### src/rtl/pipe_ctrl_pkg.sv
// pipe_ctrl_pkg: shared types and constants for the pipeline stall/flush controller
package pipe_ctrl_pkg;
  typedef enum logic {RUN, MEM_WAIT} state_t;
  localparam logic [4:0] REG_ZERO = 5'd0;
  localparam int TIMEOUT_DEF = 64;
endpackage

### src/rtl/hazard_detect.sv
// hazard_detect: combinational load-use compare between the ID operands and the load in EX
module hazard_detect
  import pipe_ctrl_pkg::*;
(
  input  logic [4:0] id_rs,
  input  logic [4:0] id_rt,
  input  logic       id_uses_rt,
  input  logic       id_ex_mem_read,
  input  logic [4:0] id_ex_rd,
  output logic       hazard
);
  assign hazard = id_ex_mem_read && id_ex_rd != REG_ZERO &&
                  (id_rs == id_ex_rd || (id_uses_rt && id_rt == id_ex_rd));
endmodule

### src/rtl/pipeline_hazard_ctrl.sv
// pipeline_hazard_ctrl: stall/flush controller with memory wait sequencing, watchdog and stall counter
module pipeline_hazard_ctrl
  import pipe_ctrl_pkg::*;
#(
  parameter int TIMEOUT = TIMEOUT_DEF,
  parameter int CNT_W = 16
) (
  input  logic             clk,
  input  logic             rst_n,
  input  logic [4:0]       id_rs,
  input  logic [4:0]       id_rt,
  input  logic             id_uses_rt,
  input  logic             id_ex_mem_read,
  input  logic [4:0]       id_ex_rd,
  input  logic             ex_branch_taken,
  input  logic             ex_mem_access,
  input  logic             mem_ready,
  output logic             mem_req,
  output logic             pc_en,
  output logic             if_id_en,
  output logic             if_id_flush,
  output logic             id_ex_en,
  output logic             id_ex_flush,
  output logic             ex_mem_en,
  output logic             mem_wb_bubble,
  output logic             mem_timeout,
  output logic [CNT_W-1:0] stall_cnt
);
  state_t     state, state_nx;
  logic [9:0] wait_cnt;
  logic       hazard, timeout_hit, exit_wait, mem_stall, go;
  hazard_detect u_hazard (
    .id_rs          (id_rs),
    .id_rt          (id_rt),
    .id_uses_rt     (id_uses_rt),
    .id_ex_mem_read (id_ex_mem_read),
    .id_ex_rd       (id_ex_rd),
    .hazard         (hazard)
  );
  always_comb begin
    timeout_hit   = state == MEM_WAIT && wait_cnt == 10'(TIMEOUT - 1);
    exit_wait     = state == MEM_WAIT && (mem_ready || timeout_hit);
    mem_stall     = state == MEM_WAIT ? !exit_wait : ex_mem_access && !mem_ready;
    state_nx      = mem_stall ? MEM_WAIT : RUN;
    go            = !mem_stall && (ex_branch_taken || !hazard);
    mem_req       = state == MEM_WAIT || ex_mem_access;
    pc_en         = go;
    if_id_en      = go;
    if_id_flush   = !mem_stall && ex_branch_taken;
    id_ex_en      = !mem_stall;
    id_ex_flush   = !mem_stall && (ex_branch_taken || hazard);
    ex_mem_en     = !mem_stall;
    mem_wb_bubble = mem_stall;
  end
  always_ff @(posedge clk or negedge rst_n) begin
    if (!rst_n) begin
      state       <= RUN;
      wait_cnt    <= '0;
      mem_timeout <= 1'b0;
      stall_cnt   <= '0;
    end else begin
      state    <= state_nx;
      wait_cnt <= state == MEM_WAIT && !exit_wait ? wait_cnt + 10'd1 : '0;
      if (timeout_hit && !mem_ready) mem_timeout <= 1'b1;
      if (!pc_en && !(&stall_cnt)) stall_cnt <= stall_cnt + CNT_W'(1);
    end
  end
endmodule

### config.mk
export PLATFORM = sky130hd
export DESIGN_NAME = pipeline_hazard_ctrl
export DESIGN_NICKNAME = d
export VERILOG_FILES = /design/src/rtl/pipe_ctrl_pkg.sv /design/src/rtl/hazard_detect.sv /design/src/rtl/pipeline_hazard_ctrl.sv
export SDC_FILE = /design/constraint.sdc
export NUM_CORES = 1
export LEC_CHECK = 0
export ABC_CLOCK_PERIOD_IN_PS = 2200
export BUFFER_PORTS_ARGS = -buffer_cell sky130_fd_sc_hd__buf_2
export CELL_PAD_IN_SITES_DETAIL_PLACEMENT = 1
export CELL_PAD_IN_SITES_GLOBAL_PLACEMENT = 2
export CORE_MARGIN = 2
export CORE_UTILIZATION = 30
export DETAILED_ROUTE_END_ITERATION = 12
export GPL_TIMING_DRIVEN = 0
export HOLD_SLACK_MARGIN = 0.02
export PLACE_DENSITY = 0.78
export SLEW_MARGIN = 15
export SYNTH_ARGS = -nofsm -noshare
export SYNTH_HDL_FRONTEND = slang
export SYNTH_HIERARCHICAL = 1
export SYNTH_SLANG_ARGS = --single-unit
### constraint.sdc
create_clock -name clk -period 2.2 [get_ports clk]
set_input_delay 0.11 -clock clk [delete_from_list [all_inputs] [get_ports clk]]
set_output_delay 0.11 -clock clk [all_outputs]
set_load 0.02 [all_outputs]
==> results.ini, run 1 <==
[run_status]
outcome=finished, final reports clean

[setup_path]
worst-path-max-fanout=5
critical_path.cell_chain=or4b_4 > nor4_4 > buf_4 > nor3_4 > inv_1 > buf_4 > buf_6
crit_slowest_cell=or4b_4
critPathKind=reg -> out
cp-start-kind=flip-flop
cp.buffers_inverters=4
required_ps=2090
crit_top_cell=buf_4
setup.worst_path.end_class=primary output
r2r-start=wait_cnt[9]$_DFF_PN0_
crit_path_max_incr_delay_ps=550
cp_top_family=simple AND/OR/NAND/NOR gates
reg2reg_setup_slack_ps=170
worstRegToRegCells=6
r2r-end=stall_cnt[1]$_DFFE_PN0P_
crit_arrival_ps=1990

[floorplan]
die_area_um2=5701
core-area_um2=5010
die_y_um=75.51
initial_utilization_pct=30.62
rows=26
die_w_um=75.51
io_pins=47

[flow_run]
cap_violations=0

[placement]
post-dp-hpwl_mm=2.528
portBuffers=46
place_ws_ps=50.19
place.gp.congestion=0.7325

[drt]
via_per_inst=4.615
vias=1283
ant_nets=0
drtPass1Iterations=4
wl_per_cell_um=12.34
drcViolationCount=0
drt_iter0_drc=48
totalWireLength_mm=3.431

[sta]
worst_slew_pin_slew_ps=650.5
setup_slack_ps=101.5
setup-violations-final=0
skew_ps=5.057
period_minus_slack_ps=2098
period_share_pct=95.38
slew_violations=0
rsz0062_at_grt=false
relSlewSlack_pct=56.64
fin_setup_tns_ps=0
hold_viol_final=0
max_clock_freq_mhz=476.5

[grt]
antenna_found_initial=0
first_global_vias=1225
overflow=0
grt_max_degree=29
grt_util_all_layers_pct=12.75
grt_pass1_wl_mm=5.692

[logic_synthesis]
ys_types=30
synth_ff_type=dfrtp_1
yosys.area_share.simple_pct=26.26
syn-num-nets=177
yosysTopAreaCell=dfrtp_1
syn_area_per_cell_um2=10.03
async_reset_ff_share_pct=100.0
yosysTopAreaCellShare_pct=45.68
synth_adder_area_share_pct=1.631
synth_mux_area_share_pct=2.121
netlist_top_cells_area=dfrtp_1 46%, xnor2_1 11%, xor2_1 6.3%
synth-edff-count=0
synth_xor_area_share_pct=17.70
netlist_instances=153
yosys_warnings=6
synth_top_family_by_area=simple AND/OR/NAND/NOR gates
ys_ff_latch=28
synth_compound_area_share_pct=2.610
ys_seq_area_share_pct=45.68
syn_area_um2=1534

[finish]
mostFrequentLayoutCell=buf_2
drive_gt1_share_pct=33.65
nFillCells=605
final_cell_mix=45 x buf_2, 28 x dfrtp_1, 20 x xnor2_1
nNetsFinal=234
synthToLayoutAreaGrowth_pct=28.96
antennaDiodeCount=0
multi_input_area_um2=797.0
regArea_um2=700.7

[clocking]
clkTransAtPathRegs_ps=90
cts_made_buffers=3
clock_latency_ps=270
cts_buffer_depth=2
htree_levels=1
cts_tree=built
cts_root_buf=clkbuf_8
clock-sinks=28

[pwr]
power.leakage_uw=0.0009255
powerDensity_nw_per_um2=645.4
max-vdd-ir-drop_mv=0.3063

[min_path]
min_path_type=in -> reg
hold_depth=2
holdPathEnd=state$_DFF_PN0_
hold_path.startpoint=mem_ready

[logic make-up after synthesis]
group / count (synthesis)
AOI/OAI and AO/OA: 5
xor gates and xnor gates: 31
adders and majority gates: 2
buffers and inverters: 12
DFF: 28
muxes: 3
and+or+nand+nor: 72
[cell type report]
| type | count | share of cell area (%) |
|---|---|---|
| Tap cell | 70 | 4.428 |
| Sequential cell | 28 | 35.42 |
| Buffer | 6 | 1.961 |
| Timing Repair Buffer | 52 | 14.67 |
| Multi-Input combinational cell | 113 | 40.29 |
| Clock buffer | 3 | 2.087 |
| Inverter | 6 | 1.139 |
[worst reg2reg max path, cell delays in order (launching register included)]
cell	delay [ps]
dfrtp_1	400
or4b_4	550
nor4_4	240
o32ai_4	150
buf_4	180
nand2_2	80
mux2_2	330
[cell usage after synthesis, types with 2 or more instances]
cell type / n
nor2b_1: 2
nand3_1: 15
xnor2_1: 20
nor2_1: 18
a21oi_1: 2
buf_4: 2
ha_1: 2
dfrtp_1: 28
and4_1: 2
nand2_1: 8
nor3b_1: 2
nor3_1: 3
and3_2: 2
xor2_1: 11
clkbuf_1: 2
mux2_2: 2
nand4_1: 8
inv_1: 6
and3_1: 7
[metrics by stage]
stage | utilization [%] | hold WS, ps | std cells | area (um^2) | power, uW
5_1_grt | 39.49 | 110.6 | 278 | 1978 | 1363
3_3_place_gp | 36.96 | 179.5 | 269 | 1852 | 991.6
3_5_place_dp | 36.96 | 177.8 | 269 | 1852 | 1003
6_report | 39.49 | 108.1 | 278 | 1978 | 1277
2_1_floorplan | - | -185.6 | 153 | 1534 | 859.0
4_1_cts | 39.36 | 101.2 | 278 | 1972 | 1299
[report_power, final]
group          internal (uW)  switching, uW  leakage, uW
registers                572           76.7     0.000371
clock network            123            153    0.0000216
logic                    156            197     0.000533
[worst max-delay path by stage]
stage / from / end / slack (ps) / cells after the start
floorplan: wait_cnt[0]$_DFF_PN0_ / id_ex_en / 50 / 6
global placement: wait_cnt[0]$_DFF_PN0_ / pc_en / 70 / 8
detailed placement: id_ex_rd[3] / pc_en / 50 / 11
CTS: wait_cnt[9]$_DFF_PN0_ / pc_en / 10 / 7
global route: wait_cnt[9]$_DFF_PN0_ / pc_en / 10 / 7
finish: wait_cnt[9]$_DFF_PN0_ / id_ex_en / 100 / 7
[flip-flops by register name, indices dropped and copies added (netlist names)]
register and flops:
stall_cnt 16, wait_cnt 10, mem_timeout 1, state 1
[routing by layer]
layer	GRT usage, %	vias to the layer above	wire, um
met5	0	-	0
met3	2.249	4	177
met2	19.71	37	1521
met4	4.094	0	35
met1	18.14	611	1697
li1	-	631	-
[repair_timing]
| item | 4_1_cts | 5_1_grt |
|---|---|---|
| endpoints found under the setup margin | 2 | 8 |
| gates resized for setup | 8 | 1 |
| setup buffers | 6 | 0 |
| pin swaps | 3 | 2 |
| hold buffers | 1 | 0 |
| endpoints found under the hold margin | 28 | 0 |
No activity file was read; power rests on OpenSTA's default activity.
==> inputs of run 2 (changes only) <==
- CTS_CLUSTER_DIAMETER: not set -> 150
- GPL_TIMING_DRIVEN: 0 -> not set
==> results.ini, run 2 (synthesized netlist as in run 1, its figures left out) <==
[setup_path]
crit_path_max_incr_delay_ps=550  ; about the same
worstRegToRegCells=7  ; +1
crit_slowest_cell=or4b_4
worst-path-max-fanout=5  ; unchanged
critical_path.cell_chain=or4b_4 > nor4_4 > o32ai_4 > buf_4 > inv_1 > buf_4
required_ps=2090  ; about the same
crit_top_cell=buf_4
critPathKind=reg -> out
cp-start-kind=flip-flop
crit_arrival_ps=1970  ; -20 ps
setup.worst_path.end_class=primary output

[placement]
place.gp.congestion=0.7626  ; +4.1%
post-dp-hpwl_mm=2.683  ; +6.1%
placed_cell_area_um2=1851  ; about the same
portBuffers=46  ; unchanged

[grt]
grt_util_all_layers_pct=13.36  ; +0.61 points
antenna_found_initial=0  ; unchanged
first_global_vias=1307  ; +6.7%
grt_pass1_wl_mm=5.927  ; +4.1%
grt_max_degree=29  ; unchanged
overflow=0  ; unchanged

[sta]
max_clock_freq_mhz=481.3  ; +1.0%
fin_setup_tns_ps=0  ; unchanged
slew_violations=0  ; unchanged
timing.hold.ws_ps=113.1  ; +4.959 ps
skew_ps=3.168  ; -1.890 ps
period_share_pct=94.43  ; -0.95 points
worst_slew_pin_slew_ps=632.9  ; -17.55 ps
period_minus_slack_ps=2078  ; -20.90 ps
rsz0062_at_grt=true
hold_viol_final=0  ; unchanged
setup-violations-final=0  ; unchanged
relSlewSlack_pct=57.81  ; +1.2 points

[pwr]
max-vdd-ir-drop_mv=0.2351  ; -23%
power_uw=1312  ; +2.7%
powerDensity_nw_per_um2=666.5  ; +3.3%
power.leakage_uw=0.0009250  ; about the same

[clocking]
clkTransAtPathRegs_ps=90  ; about the same
clock-sinks=28  ; unchanged
cts_tree=built
cts_made_buffers=3  ; unchanged
clock_latency_ps=280  ; about the same
cts_buffer_depth=2  ; unchanged
cts_root_buf=clkbuf_8
htree_levels=1  ; unchanged

[flow_run]
cap_violations=0  ; unchanged

[min_path]
hold_depth=2  ; unchanged
min_path_type=in -> reg

[floorplan]
die_w_um=75.51  ; unchanged
core-area_um2=5010  ; unchanged
initial_utilization_pct=30.62  ; unchanged
rows=26  ; unchanged
io_pins=47  ; unchanged
die_area_um2=5701  ; unchanged
die_y_um=75.51  ; unchanged

[run_status]
outcome=finished, final reports clean

[finish]
largest_reg_flops=16  ; unchanged
top_register=stall_cnt
mostFrequentLayoutCell=buf_2
final_cell_mix=43 x buf_2, 28 x dfrtp_1, 20 x xnor2_1
nFillCells=610  ; +0.83%
final_cell_area_um2=1968  ; -0.51%
antennaDiodeCount=0  ; unchanged
nNetsFinal=231  ; -1.3%
top_regs=stall_cnt (16), wait_cnt (10)
drive_gt1_share_pct=33.01  ; -0.64 points
synthToLayoutAreaGrowth_pct=28.30
regArea_um2=700.7  ; unchanged
multi_input_area_um2=794.5  ; -0.31%

[drt]
vias=1277  ; -0.47%
ant_nets=0  ; unchanged
wl_per_cell_um=12.82  ; +3.8%
drtPass1Iterations=4  ; unchanged
drcViolationCount=0  ; unchanged
via_per_inst=4.627  ; +0.25%
totalWireLength_mm=3.537  ; +3.1%
drt_iter0_drc=29  ; -40%

[run 2: routing by layer]
layer / track usage (%) / share of wire, %
met5: 0 / 0
met4: 4.678 / 1.6
met3: 2.116 / 5.0
met2: 21.74 / 46
met1: 18.08 / 48
[run 2: per-stage QoR]
| stage | utilization [%] | std cells | worst slack [ps] |
|---|---|---|---|
| global route | 39.29 | 276 | -7.171 |
| finish | 39.29 | 276 | 122.4 |
| CTS | 38.44 | 274 | -16.05 |
| global placement | 36.94 | 268 | 278.0 |
| detailed placement | 36.94 | 268 | 221.1 |
| floorplan | - | 153 | 53.11 |
[run 2: final timing paths]
kind	start	to	slack, ps
worst max-delay path	wait_cnt[7]$_DFF_PN0_	if_id_en	120
worst min-delay path	mem_ready	state$_DFF_PN0_	110
worst max register to register	wait_cnt[7]$_DFF_PN0_	stall_cnt[11]$_DFFE_PN0P_	190
worst min register to register	mem_timeout$_DFFE_PN0P_	mem_timeout$_DFFE_PN0P_	460
max in group asynchronous	rst_n	wait_cnt[0]$_DFF_PN0_	1400
min in group asynchronous	rst_n	stall_cnt[4]$_DFFE_PN0P_	390
[run 2: cell type report]
class	count	share of cell area [%]
timing repair buffer	55	15.64
tap	70	4.450
clock buffer	4	2.797
inverter	6	1.144
multi-input combinational	113	40.37
sequential	28	35.60
[run 2: repair_timing]
action                                  4_1_cts  5_1_grt
endpoints found under the hold margin        28        0
endpoints found under the setup margin        2        7
cloned                                        0        0
hold buffers                                  1        0
pin swaps                                     2        4
gates resized for setup                       1        5
buffers inserted                              2        2
[run 2: where the power goes]
group / total (uW) / internal [uW] / switching (uW)
Sequential: 646 / 572 / 73.9
Combinational: 344 / 149 / 195
Clock: 322 / 160 / 162
Total: 1310 / 881 / 431
[run 2: worst max-delay path: cells and delay by family (launching register included)]
kind                   cells  cell delay [ps]
buffers and inverters      3              370
and+or+nand+nor            2              770
AOI/OAI and AO/OA          1              160
DFF                        1              390
